[src/rtl/mem_arb_pkg.sv]
// Shared types and defaults for the instruction/data memory port arbiter.
package mem_arb_pkg;

    localparam int XLEN_DEF         = 32;
    localparam int STARVE_LIMIT_DEF = 4;

    typedef enum logic [1:0] {
        R_NONE = 2'd0,
        R_I    = 2'd1,
        R_D    = 2'd2
    } resp_owner_t;

    // Starvation counter width: must be able to hold the limit itself.
    function automatic int starve_cnt_width(input int limit);
        return $clog2(limit + 1);
    endfunction

endpackage

[src/rtl/mem_arb_pick.sv]
// Combinational grant picker: data has priority unless fetch has waited
// through STARVE_LIMIT consecutive data grants.
module mem_arb_pick
    import mem_arb_pkg::*;
#(
    parameter int STARVE_LIMIT = STARVE_LIMIT_DEF,
    parameter int CNT_W        = starve_cnt_width(STARVE_LIMIT_DEF)
) (
    input  logic             i_req,
    input  logic             d_req,
    input  logic [CNT_W-1:0] starve_cnt,
    output logic             i_gnt,
    output logic             d_gnt
);

    localparam logic [CNT_W-1:0] LIMIT_C = CNT_W'(STARVE_LIMIT);

    // Priority decision with starvation override.
    always_comb begin
        i_gnt = 1'b0;
        d_gnt = 1'b0;
        if (i_req && (!d_req || (starve_cnt == LIMIT_C))) begin
            i_gnt = 1'b1;
        end else if (d_req) begin
            d_gnt = 1'b1;
        end else begin
            i_gnt = 1'b0;
            d_gnt = 1'b0;
        end
    end

endmodule

[src/rtl/mem_port_arbiter.sv]
// Shares one single-port synchronous SRAM between the core's fetch and data
// ports; read data is routed back to its requester one cycle after the grant.
module mem_port_arbiter
    import mem_arb_pkg::*;
#(
    parameter int XLEN         = XLEN_DEF,
    parameter int STARVE_LIMIT = STARVE_LIMIT_DEF
) (
    input  logic            clk,
    input  logic            reset,
    input  logic            i_req,
    input  logic [XLEN-1:0] i_addr,
    output logic            i_gnt,
    output logic            i_rvalid,
    output logic [XLEN-1:0] i_rdata,
    input  logic            d_req,
    input  logic            d_we,
    input  logic [XLEN-1:0] d_addr,
    input  logic [XLEN-1:0] d_wdata,
    input  logic [XLEN-1:0] d_mask,
    output logic            d_gnt,
    output logic            d_rvalid,
    output logic [XLEN-1:0] d_rdata,
    output logic            mem_en,
    output logic            mem_we,
    output logic [XLEN-1:0] mem_addr,
    output logic [XLEN-1:0] mem_wdata,
    output logic [XLEN-1:0] mem_mask,
    input  logic [XLEN-1:0] mem_rdata
);

    localparam int               CW      = starve_cnt_width(STARVE_LIMIT);
    localparam logic [CW-1:0]    LIMIT_C = CW'(STARVE_LIMIT);
    localparam logic [XLEN-1:0]  ZERO_W  = {XLEN{1'b0}};

    logic [CW-1:0] r_starve_cnt;
    resp_owner_t   r_resp_owner;
    resp_owner_t   w_resp_next;
    logic          w_pick_i;
    logic          w_pick_d;
    logic          w_i_gnt;
    logic          w_d_gnt;

    mem_arb_pick #(
        .STARVE_LIMIT (STARVE_LIMIT),
        .CNT_W        (CW)
    ) u_pick (
        .i_req      (i_req),
        .d_req      (d_req),
        .starve_cnt (r_starve_cnt),
        .i_gnt      (w_pick_i),
        .d_gnt      (w_pick_d)
    );

    // Reset suppresses any grant, so nothing reaches the memory during reset.
    assign w_i_gnt = w_pick_i & ~reset;
    assign w_d_gnt = w_pick_d & ~reset;
    assign i_gnt   = w_i_gnt;
    assign d_gnt   = w_d_gnt;

    // Memory request mux; idle cycles drive an all-zero request.
    always_comb begin
        mem_en    = 1'b0;
        mem_we    = 1'b0;
        mem_addr  = ZERO_W;
        mem_wdata = ZERO_W;
        mem_mask  = ZERO_W;
        if (w_i_gnt) begin
            mem_en   = 1'b1;
            mem_addr = i_addr;
        end else if (w_d_gnt) begin
            mem_en    = 1'b1;
            mem_we    = d_we;
            mem_addr  = d_addr;
            mem_wdata = d_wdata;
            mem_mask  = d_mask;
        end else begin
            mem_en = 1'b0;
        end
    end

    // Starvation counter: counts data wins while fetch waits, saturating.
    always_ff @(posedge clk) begin
        if (reset) begin
            r_starve_cnt <= {CW{1'b0}};
        end else if (w_i_gnt || !i_req) begin
            r_starve_cnt <= {CW{1'b0}};
        end else if (w_d_gnt && (r_starve_cnt != LIMIT_C)) begin
            r_starve_cnt <= r_starve_cnt + CW'(1);
        end else begin
            r_starve_cnt <= r_starve_cnt;
        end
    end

    // Response owner state register.
    always_ff @(posedge clk) begin
        if (reset) begin
            r_resp_owner <= R_NONE;
        end else begin
            r_resp_owner <= w_resp_next;
        end
    end

    // Next owner: whoever was granted a read this cycle; stores expect no data.
    always_comb begin
        w_resp_next = R_NONE;
        if (w_i_gnt) begin
            w_resp_next = R_I;
        end else if (w_d_gnt && !d_we) begin
            w_resp_next = R_D;
        end else begin
            w_resp_next = R_NONE;
        end
    end

    // Response routing; reset masks a read that was granted just before it.
    always_comb begin
        i_rvalid = 1'b0;
        d_rvalid = 1'b0;
        case (r_resp_owner)
            R_I:     i_rvalid = ~reset;
            R_D:     d_rvalid = ~reset;
            R_NONE:  i_rvalid = 1'b0;
            default: d_rvalid = 1'b0;
        endcase
        i_rdata = i_rvalid ? mem_rdata : ZERO_W;
        d_rdata = d_rvalid ? mem_rdata : ZERO_W;
    end

endmodule

[config.mk]
export PLATFORM = sky130hd
export DESIGN_NAME = mem_port_arbiter
export DESIGN_NICKNAME = d
export VERILOG_FILES = /design/src/rtl/mem_arb_pkg.sv /design/src/rtl/mem_arb_pick.sv /design/src/rtl/mem_port_arbiter.sv
export SDC_FILE = /design/constraint.sdc
export NUM_CORES = 1
export LEC_CHECK = 0
export CORE_AREA = 8 8 123 125
export DETAILED_ROUTE_END_ITERATION = 7
export DIE_AREA = 0 0 131 133
export GPL_ROUTABILITY_DRIVEN = 0
export PLACE_DENSITY = 0.67
export SLEW_MARGIN = 25
export SYNTH_ARGS = -nofsm -noshare
export SYNTH_HDL_FRONTEND = slang
export SYNTH_SLANG_ARGS = --single-unit
[constraint.sdc]
create_clock -name clk -period 1.9 [get_ports clk]
set_input_delay 0.285 -clock clk [delete_from_list [all_inputs] [get_ports clk]]
set_output_delay 0.285 -clock clk [all_outputs]
set_load 0.02 [all_outputs]
Word-level counts from Yosys, hierarchy flattened --
Cells that the tools add are included. Widths: inputs -> output; s select.
Operators by class: add/subtract/negate cells 1, multipliers 0, div/mod/pow operators 0, magnitude comparators 0, equal/unequal tests 4, shift operators 0, muxes and demuxes 19, bitwise operators 3, reductions and logical operators 10
Operator list (number):
- $mux 32 | 8
- $mux 1 | 10
- $reduce_or 2->1 | 2
- $add 3x1->3 const B | 1
- $eq 3x3->1 const B | 1
- $logic_and 1x1->1 | 3
- $logic_not 1->1 | 3
- $ne 3x3->1 const B | 1
- $and 1x1->1 | 2
- $eq 2x1->1 const B | 1
- $eq 2x2->1 const B | 1
- $logic_or 1x1->1 | 2
- $mux 2 | 1
- $not 1->1 | 1
Word-level totals: bits in registers 5, bits in latches 0, RAM bits 0, ROM bits 0, input bits 165, output and inout bits 166, logic and storage cells 40, memories 0

Depth between registers and ports, before layout --
Gate-level depths: netlist of run 1.
word-level depth 8, mapped depth 6, gate-level depth less buffers 4

Modules after synthesis --
A second synthesis of run 1 with hierarchy kept.
Second synthesis, totals: cells, all modules 223, area, all modules 1539.0 um^2
By module, submodules not included:
- mem_port_arbiter | times used 1, cells an instance 219, area an instance 1514.0 um^2, sequential area each 100.1 um^2
- mem_arb_pick | times used 1, cells an instance 4, area an instance 25.0 um^2, sequential area each 0.0 um^2

Worst setup path before layout of run 1 --
No wires, ideal clock.
path kind register to output, start point register r_starve_cnt[0], end point output mem_addr[10], arrival time 1.428 ns, required time 1.615 ns, slack 0.187 ns, stages on the path, launching flop included 7, cell sequence dfxtp_1 -> inv_1 -> ha_1 -> and3_1 -> buf_2 -> buf_6 -> o22ai_1
Between the ends: cells in the longest elaborated chain, start to end 7, elaborated cells on any way between the ends 9, those cells by class eq/ne (1); mux (4); bitwise (2); reduce/logical (2)
Ends and longest elaborated chain:
- start, declared | line mem_port_arbiter.sv:36 | logic [CW-1:0] r_starve_cnt;
- start signal, assigned | line mem_port_arbiter.sv:85 | r_starve_cnt <= {CW{1'b0}};
- start signal, assigned | line mem_port_arbiter.sv:87 | r_starve_cnt <= {CW{1'b0}};
- start signal, assigned | line mem_port_arbiter.sv:89 | r_starve_cnt <= r_starve_cnt + CW'(1);
- $eq 3x3->1 (*) | line mem_arb_pick.sv:22 | if (i_req && (!d_req || (starve_cnt == LIMIT_C))) begin
- $logic_or 1x1->1 (*) | line mem_arb_pick.sv:22
- $logic_and 1x1->1 (*) | line mem_arb_pick.sv:22
- $mux 1 | line mem_arb_pick.sv:22
- $and 1x1->1 | line mem_port_arbiter.sv:57 | assign w_d_gnt = w_pick_d & ~reset;
- $mux 32 | line mem_port_arbiter.sv:71 | end else if (w_d_gnt) begin
- $mux 32 (*) | line mem_port_arbiter.sv:68 | if (w_i_gnt) begin
- end, declared | line mem_port_arbiter.sv:26 | output logic [XLEN-1:0] mem_addr,
Mark *: on every way between the ends. The rest lies on a longest branch, timed or not.

Final worst setup path of run 1 --
start point register r_starve_cnt[1], end point output mem_addr[29]
The elaborated chain is that of the path after synthesis.

==> PnR_summary.wiki, run 1 <==
{| class="wikitable"
! Metric !! Value
|-
| Result of the run || finished, final reports clean
|-
| Initial detailed-routing violation count || 134
|-
| DIE HEIGHT || around 130 um
|-
| Syn nets || between 400 and 500
|-
| Number of endpoints with negative hold slack in the final report || 0
|-
| Via density per instance || approximately 4.5
|-
| Starting Density || between 10% and 20%
|-
| Average instance area after synthesis || approximately 6.7 um^2
|-
| Maximum vdd drop || 0.216 mV
|-
| Delay-heaviest family, CP || buffers and inverters
|-
| Post-layout minimum cycle time || 1.89 ns
|-
| Worst slew margin || 73.6%
|-
| Routed via count || about 3,600
|-
| Clk network pwr share || about 22%
|-
| Average detailed-routed wire length per instance || 21.0 um
|-
| Pin count of the biggest net entering global routing || between 60 and 70
|-
| Via count of the first global-routing pass || ~3,600
|-
| Critical path's slowest cell || dfxtp_2
|-
| WP data arrival || between 1.5 and 2 ns
|-
| Sequential element share of the synthesized area || a little over 5%
|-
| RSZ-0062 raised after global routing || true
|-
| Worst path most repeated cell || buf_4
|-
| Sequential group share of total power || about 7.0%
|-
| Die area || ~17,000 um^2
|-
| Cell taking the most area after synthesis || nand3b_1
|-
| Final Power || 1.57 mW
|-
| Number of setup violations in the final report || 0
|-
| Type of the worst min-delay path || primary input to register
|-
| TritonCTS clock tree || built
|-
| DRT Wirelength || about 17,000 um
|-
| Combinational share of power || 70.6%
|-
| Root Driver || clkbuf_16
|-
| Switching power as a share of total power || 33.7%
|-
| Internal power consumption || ~1.0 mW
|-
| Number of top-level pins || around 330
|-
| CP Capture Type || primary output
|-
| Post-synth cell types || 24
|-
| Flop and latch count out of synthesis || 5
|-
| Largest fanout on the critical path || 9
|-
| Area of the core || between 10,000 and 15,000 um^2
|-
| Fmax || ~530 MHz
|-
| CP Launch Type || register
|-
| Setup WS post-layout || between 0.008 and 0.009 ns
|-
| Clock network latency to the later pin of the worst-skew pair || between 0.2 and 0.25 ns
|-
| Sinks on Clock Net || 5
|-
| Antenna violations before repair || 1
|-
| Longest individual stage delay on the worst path || about 0.33 ns
|-
| DP HPWL || between 10,000 and 15,000 um
|-
| Count of input and output buffers || 330
|-
| CTS Buf Count || 3
|-
| Place WS || -0.471 ns
|-
| Cell-by-cell listing of the critical path || inv_2 -> ha_4 -> buf_4 -> a21boi_4 -> buf_12 -> buf_8 -> o22ai_1 -> buf_4
|-
| Max-slew violations || 0
|-
| Number of hold buffers added after cts || 0
|-
| Count of mapped cells out of synthesis || 295
|-
| Horizontal die dimension || 131 um
|-
| Pwr Density || about 260 nW/um^2
|-
| Worst-margin pin slew || 0.396 ns
|-
| Yosys Warn Count || 0
|-
| Antenna cells || 0
|-
| Critical path class || register to primary output
|-
| Clock tree buffer depth || 2
|-
| Max-cap viol count || 0
|-
| Setup clock skew after layout || ~0.00046 ns
|-
| Layout overhead on the synthesized area || 207%
|-
| Number of buffers and inverters on the critical path || 5
|-
| Switching power || about 530 uW
|-
| Total overflow reported by the global router || 0
|-
| Fraction of post-synthesis cell area in the top cell type by area || between 20% and 30%
|-
| Required time of the critical path || 1.62 ns
|-
| Clock-pin slew on the worst setup and hold paths || ~0.030 ns
|-
| Biggest area contributors in the synthesized netlist || nand3b_1 (24%), and3_1 (21%), and2_1 (20%), o22ai_1 (10%), dfxtp_1 (5.1%)
|-
| Placed Cells || approximately 780
|-
| Global routing usage summed across all routing layers || 16.7%
|-
| Level count of the clock H-tree || 1
|-
| Number of non-filler instances in the completed layout || between 700 and 800
|-
| Detail Route Antenna Nets || 0
|-
| 1st-pass router iterations || 4
|-
| Final cycle utilization of the critical path || between 90 and 100%
|-
| Post-synthesis instance area || 1970 um^2
|-
| Reported leakage power || slightly below 3 nW
|-
| Fin Hold WS || between 0.4 and 0.5 ns
|-
| Share of cells above drive strength 1 || 32.4%
|-
| Final core utilization || 46.2%
|-
| Global-route wire length before repair || ~23,000 um
|-
| Number of nets in the layout || between 700 and 800
|-
| Number of standard-cell rows in the floorplan || 42
|-
| Number of design rule violations left after detail routing || 0
|}
==> routing by layer <==
metal / track usage (%) / vias to the layer above / share of wire [%]
met3: 4.50 / 21 / 10
met2: 32.1 / 199 / 53
li1: - / 1708 / -
met4: 3.83 / 2 / 1.5
met1: 17.1 / 1667 / 36
met5: 0 / - / 0.090
==> final timing paths <==
check | endpoint | cells after the start | startpoint | slack, ns
worst min register to register | r_starve_cnt[0] | 2 | r_starve_cnt[0] | 0.50
worst max register to register | r_starve_cnt[0] | 7 | r_starve_cnt[1] | 0.50
worst max-delay path | mem_addr[29] | 8 | r_starve_cnt[1] | 0.008
worst min-delay path | r_resp_owner[1] | 3 | reset | 0.48
==> worst reg2reg max path, cell delays in order (launching register included) <==
cell and delay, ns:
dfxtp_2 0.33, inv_2 0.05, ha_4 0.15, buf_4 0.13
a21boi_4 0.17, buf_12 0.15, clkbuf_16 0.16, nor3b_1 0.17
==> synth_stat cells <==
library cell,n
a21boi_2,1
and2_1,64
and3_1,66
and4b_1,1
buf_1,2
buf_2,10
buf_4,2
buf_6,4
clkbuf_1,16
clkbuf_2,8
dfxtp_1,5
ha_1,2
inv_1,2
nand2b_1,2
nand3_1,1
nand3b_1,64
nor2_1,5
nor2b_1,1
nor2b_2,1
nor3_1,1
nor3b_1,2
nor3b_2,2
o211a_1,1
o22ai_1,32
==> cells in the final DEF (no fill, tap or decap), drive strengths merged <==
cell           Yosys  final
and3              66     66
nor2               5      5
and2              64     64
buf               18    126
a21boi             1      1
ha                 2      2
nand2b             2      2
and4b              1      1
o22ai             32     32
nor3b              4      4
nand3              1      1
nor2b              2      2
dfxtp              5      5
inv                2      2
bufbuf             0      2
clkbuf            24     10
nand3b            64     64
clkdlybuf4s50      0    161
nor3               1      1
dlygate4sd2        0     69
o211a              1      1
==> through the flow <==
stage | area (um^2) | TNS, ns
global placement | 5500 | -39.85
detailed placement | 5500 | -41.29
CTS | 5530 | -4.07
finish | 6050 | 0
floorplan | 1970 | 0
global route | 6050 | -2.27
==> sequential cells by signal, summed over array words and instances, names as in the netlist <==
signal / cells
r_starve_cnt: 3
r_resp_owner: 2
==> timing repair <==
item                       4_1_cts  5_1_grt
pin swaps                        1       16
buffers inserted                 6        2
gates resized for setup        437      213
hold endpoints to repair         0        0
gates cloned                     8        2
setup endpoints to repair      162       98
==> final cells by class <==
class / count / area, um^2
Multi-Input combinational cell: 246 / 2000
Clock buffer: 4 / 78.8
Sequential cell: 5 / 103
Fill cell: 1282 / 7030
Tap cell: 176 / 220
Inverter: 2 / 7.51
Timing Repair Buffer: 364 / 3640
==> power by group through the flow <==
stage               combinational, mW  sequential (mW)  clock [mW]
floorplan                       0.365            0.111           0
global placement                 1.01            0.111           0
detailed placement               1.02            0.112           0
CTS                             0.985            0.111       0.356
global route                     1.17            0.111       0.367
finish                           1.11            0.111       0.351
==> cells by family after synthesis <==
kind of cell	after synthesis	synth area share (%)
AND/OR/NAND/NOR	210	71.0
buffers and inverters	44	11.4
adder cells (fa/ha/maj)	2	1.27
AO/OA/AOI/OAI	34	11.2
flip-flops	5	5.08
Power figures use the tool's default switching activity.
==> run 2, diff against run 1 <==
CORE_AREA = 2 2 128 130   (was 8 8 123 125)
DIE_AREA = 0 0 130 132   (was 0 0 131 133)
PLACE_DENSITY = 0.56   (was 0.67)
SYNTH_HIERARCHICAL = 1   (was unset)
==> PnR_summary.wiki, run 2 <==
{| class="wikitable"
! Metric !! Value
|-
| CP Launch Type || register
|-
| Setup WS post-layout || -0.341 ns (-0.349 ns)
|-
| Average detailed-routed wire length per instance || 17.1 um (-18%)
|-
| Count of mapped cells out of synthesis || 223 (-24%)
|-
| Cell taking the most area after synthesis || and2_1
|-
| Clock-pin slew on the worst setup and hold paths || 0.04 ns (about the same)
|-
| Biggest area contributors in the synthesized netlist || and2_1 (26%), and3_1 (26%), a22o_1 (18%), dfxtp_1 (6.5%), clkbuf_1 (3.9%)
|-
| Reg-to-reg startpoint || r_starve_cnt[2]
|-
| Setup clock skew after layout || 0.00288 ns (+0.00242 ns)
|-
| Delay-heaviest family, CP || simple AND/OR/NAND/NOR gates
|-
| Horizontal die dimension || 130 um (-0.76%)
|-
| Number of buffers and inverters on the critical path || 3 (-2)
|-
| Placed Cells || 753 (-3.2%)
|-
| DIE HEIGHT || 132 um (-0.75%)
|-
| Post-synthesis simple-gate area fraction || 60.7% (-10 points)
|-
| FF-to-FF path depth || 9 (+2)
|-
| Number of non-filler instances in the completed layout || 779 (-2.3%)
|-
| Longest individual stage delay on the worst path || 0.40 ns (+0.07 ns)
|-
| Number of standard-cell rows in the floorplan || 46 (+9.5%)
|-
| Initial detailed-routing violation count || 75 (-44%)
|-
| Global routing usage summed across all routing layers || 12.5% (-4.2 points)
|-
| Count of input and output buffers || 330 (unchanged)
|-
| Largest registers ranked by flip-flop count || r_starve_cnt: 3 flops, r_resp_owner: 2 flops
|-
| Number of endpoints with negative hold slack in the final report || 0 (unchanged)
|-
| 1st-pass router iterations || 4 (unchanged)
|-
| Layout overhead on the synthesized area || 286%
|-
| Reported leakage power || 3.45 nW (+18%)
|-
| Global-route wire length before repair || 16,900 um (-25%)
|-
| WP data arrival || 1.96 ns (+0.35 ns)
|-
| Detail Route Antenna Nets || 0 (unchanged)
|-
| Number of flip-flops in the largest register || 3 (unchanged)
|-
| Level count of the clock H-tree || 1 (unchanged)
|-
| Antenna cells || 0 (unchanged)
|-
| Root Driver || clkbuf_16
|-
| Layout Cell Area excl Fill || 5940 um^2 (-1.9%)
|-
| Register bank with the most flops || r_starve_cnt
|-
| Clock network latency to the later pin of the worst-skew pair || 0.23 ns (about the same)
|-
| Worst slew margin || 81.9% (+8.3 points)
|-
| Worst-margin pin slew || 0.271 ns (-0.125 ns)
|-
| Result of the run || finished with violations
|-
| Max-cap viol count || 0 (unchanged)
|-
| Most frequent standard cell in the layout excluding fill and tap cells || clkdlybuf4s50_1
|-
| Post-synth cell types || 27 (+13%)
|-
| Clock tree buffer depth || 2 (unchanged)
|-
| Final cycle utilization of the critical path || 118% (+18 points)
|-
| Critical path class || register to primary output
|-
| Number of nets in the layout || 731 (-7.4%)
|-
| TritonCTS clock tree || built
|-
| Reg2Reg Setup Slack || -0.11 ns (-0.61 ns)
|-
| Max-slew violations || 0 (unchanged)
|-
| Pwr Density || 262 nW/um^2 (+1.0%)
|-
| Number of setup violations in the final report || 101 (+101)
|-
| Violated checks || setup timing
|-
| Fmax || 446 MHz (-16%)
|-
| Yosys Warn Count || 6 (+6)
|-
| Sinks on Clock Net || 5 (unchanged)
|-
| Fin Hold WS || 0.427 ns (-0.0562 ns)
|-
| Required time of the critical path || 1.62 ns (about the same)
|-
| Commonest cells after routing, fill and taps aside || clkdlybuf4s50_1 (161), buf_6 (75), and2_1 (65), dlymetal6s2s_1 (44), and3_4 (39)
|-
| Total overflow reported by the global router || 0 (unchanged)
|-
| Adder-cell area share of the yosys netlist || 1.63% (+0.36 points)
|-
| Number of hold buffers added after cts || 0 (unchanged)
|-
| Synth cell count leaders || and2_1 (65), and3_1 (65), a22o_1 (32), clkbuf_1 (16), buf_2 (6)
|-
| Average instance area after synthesis || 6.90 um^2 (+3.2%)
|-
| Via density per instance || 4.01 (-11%)
|-
| Crit. Startpoint || r_starve_cnt[2]
|-
| Cell-by-cell listing of the critical path || or3b_4 -> a21oi_4 -> nor2b_4 -> buf_12 -> buf_16 -> a22o_1 -> buf_6
|-
| Most common flop cell mapped by yosys || dfxtp_1
|-
| Maximum vdd drop || 0.162 mV (-25%)
|-
| Starting Density || 9.79% (-5.3 points)
|-
| Count of flip-flops with a built-in enable after synthesis || 0 (unchanged)
|-
| Sequential element share of the synthesized area || 6.50% (+1.4 points)
|-
| Die area || 17,200 um^2 (-1.5%)
|-
| Compound-cell area share of the yosys netlist || 20.7% (+9.4 points)
|-
| Syn nets || 390 (-16%)
|-
| DP HPWL || 9410 um (-23%)
|-
| Xor and xnor area share after synthesis || 0% (unchanged)
|-
| Number of top-level pins || 331 (unchanged)
|-
| Post-layout minimum cycle time || 2.24 ns (+0.349 ns)
|-
| Critical path's slowest cell || or3b_4
|-
| Hold_sp || i_req
|-
| Type of the worst min-delay path || primary input to register
|-
| Antenna violations before repair || 0 (-1)
|-
| Post-synthesis instance area || 1540 um^2 (-22%)
|-
| CP Capture Type || primary output
|-
| Final Power || 1.56 mW (-0.90%)
|-
| Via count of the first global-routing pass || 3,067 (-16%)
|-
| Number of design rule violations left after detail routing || 0 (unchanged)
|-
| CTS Buf Count || 3 (unchanged)
|-
| RSZ-0062 raised after global routing || true
|-
| Pin count of the biggest net entering global routing || 67 (+9.8%)
|-
| Mux cell area share after synthesis || 0% (unchanged)
|-
| Routed via count || 3,122 (-13%)
|-
| Worst-case hold path end point || r_starve_cnt[2]
|-
| Area after detailed placement || 5180 um^2 (-5.8%)
|-
| Flop and latch count out of synthesis || 5 (unchanged)
|-
| Dominant combinational cell family by area after synthesis || simple AND/OR/NAND/NOR gates
|-
| Largest fanout on the critical path || 5 (-4)
|-
| Fraction of post-synthesis cell area in the top cell type by area || 26.4% (+2.1 points)
|-
| Share of cells above drive strength 1 || 35.7% (+3.3 points)
|-
| DRT Wirelength || 13,400 um (-20%)
|-
| Final setup TNS || -23.65 ns (-23.65 ns)
|-
| Destination of the worst register-to-register timing path || r_starve_cnt[0]
|-
| Async set-reset flop share out of synthesis || 0% (unchanged)
|-
| Hold-critical path depth || 3 (unchanged)
|-
| Area of the core || 15,700 um^2 (+20%)
|}
## run 2: layer usage
layer / global-route usage, % / vias up / share of wire, %
li1: - / 1481 / -
met1: 13.0 / 1416 / 36
met2: 24.8 / 213 / 53
met3: 2.84 / 12 / 9.7
met4: 2.93 / 0 / 1.3
met5: 0 / - / 0
## run 2: per-stage QoR
step	setup WS (ns)	utilization, %
2_1_floorplan	0.00978	-
3_3_place_gp	-0.715	33.0
3_5_place_dp	-0.754	33.0
4_1_cts	-0.393	33.1
5_1_grt	-0.397	37.8
6_report	-0.341	37.8
## run 2: what timing repair did
item                       in CTS  in global routing
setup buffers                   2                  8
cloned                          5                  8
pin swaps                       6                 49
gates resized for setup       420                252
setup endpoints to repair     169                148
## run 2: worst max-delay path by stage
| stage | slack [ns] | to | cells past startpoint |
|---|---|---|---|
| after floorplan | 0.01 | mem_addr[22] | 7 |
| after global placement | -0.72 | mem_addr[14] | 5 |
| after detailed placement | -0.75 | mem_addr[1] | 5 |
| after CTS | -0.39 | mem_wdata[29] | 6 |
| after global routing | -0.40 | mem_addr[19] | 7 |
| final | -0.34 | mem_addr[13] | 7 |
## run 2: worst min-delay path, stage by stage
cell            delay, ns
dlymetal6s2s_1       0.14
nand2_1              0.13
nor3_2               0.06
## run 2: final cells by class
type / count / area [um^2]
fillers: 1558 / 9780
repair buffers: 362 / 3850
multi-input cells: 188 / 1610
well taps: 216 / 270
flip-flops and latches: 5 / 104
clock buffers: 4 / 78.8
inverters: 4 / 15.0
## run 2: kinds of logic (layout without fill, tap and decap cells)
| family | Yosys count | in the layout |
|---|---|---|
| simple gates | 145 | 147 |
| compound gates | 39 | 39 |
| buf+inv | 32 | 370 |
| fa+ha+maj | 2 | 2 |
| flops | 5 | 5 |
## run 2: where the power goes
part | leakage [nW] | internal (mW) | switching (mW)
combinational | 3.37 | 0.667 | 0.432
sequential | 0.0414 | 0.107 | 0.00133
clock | 0.0382 | 0.278 | 0.0704
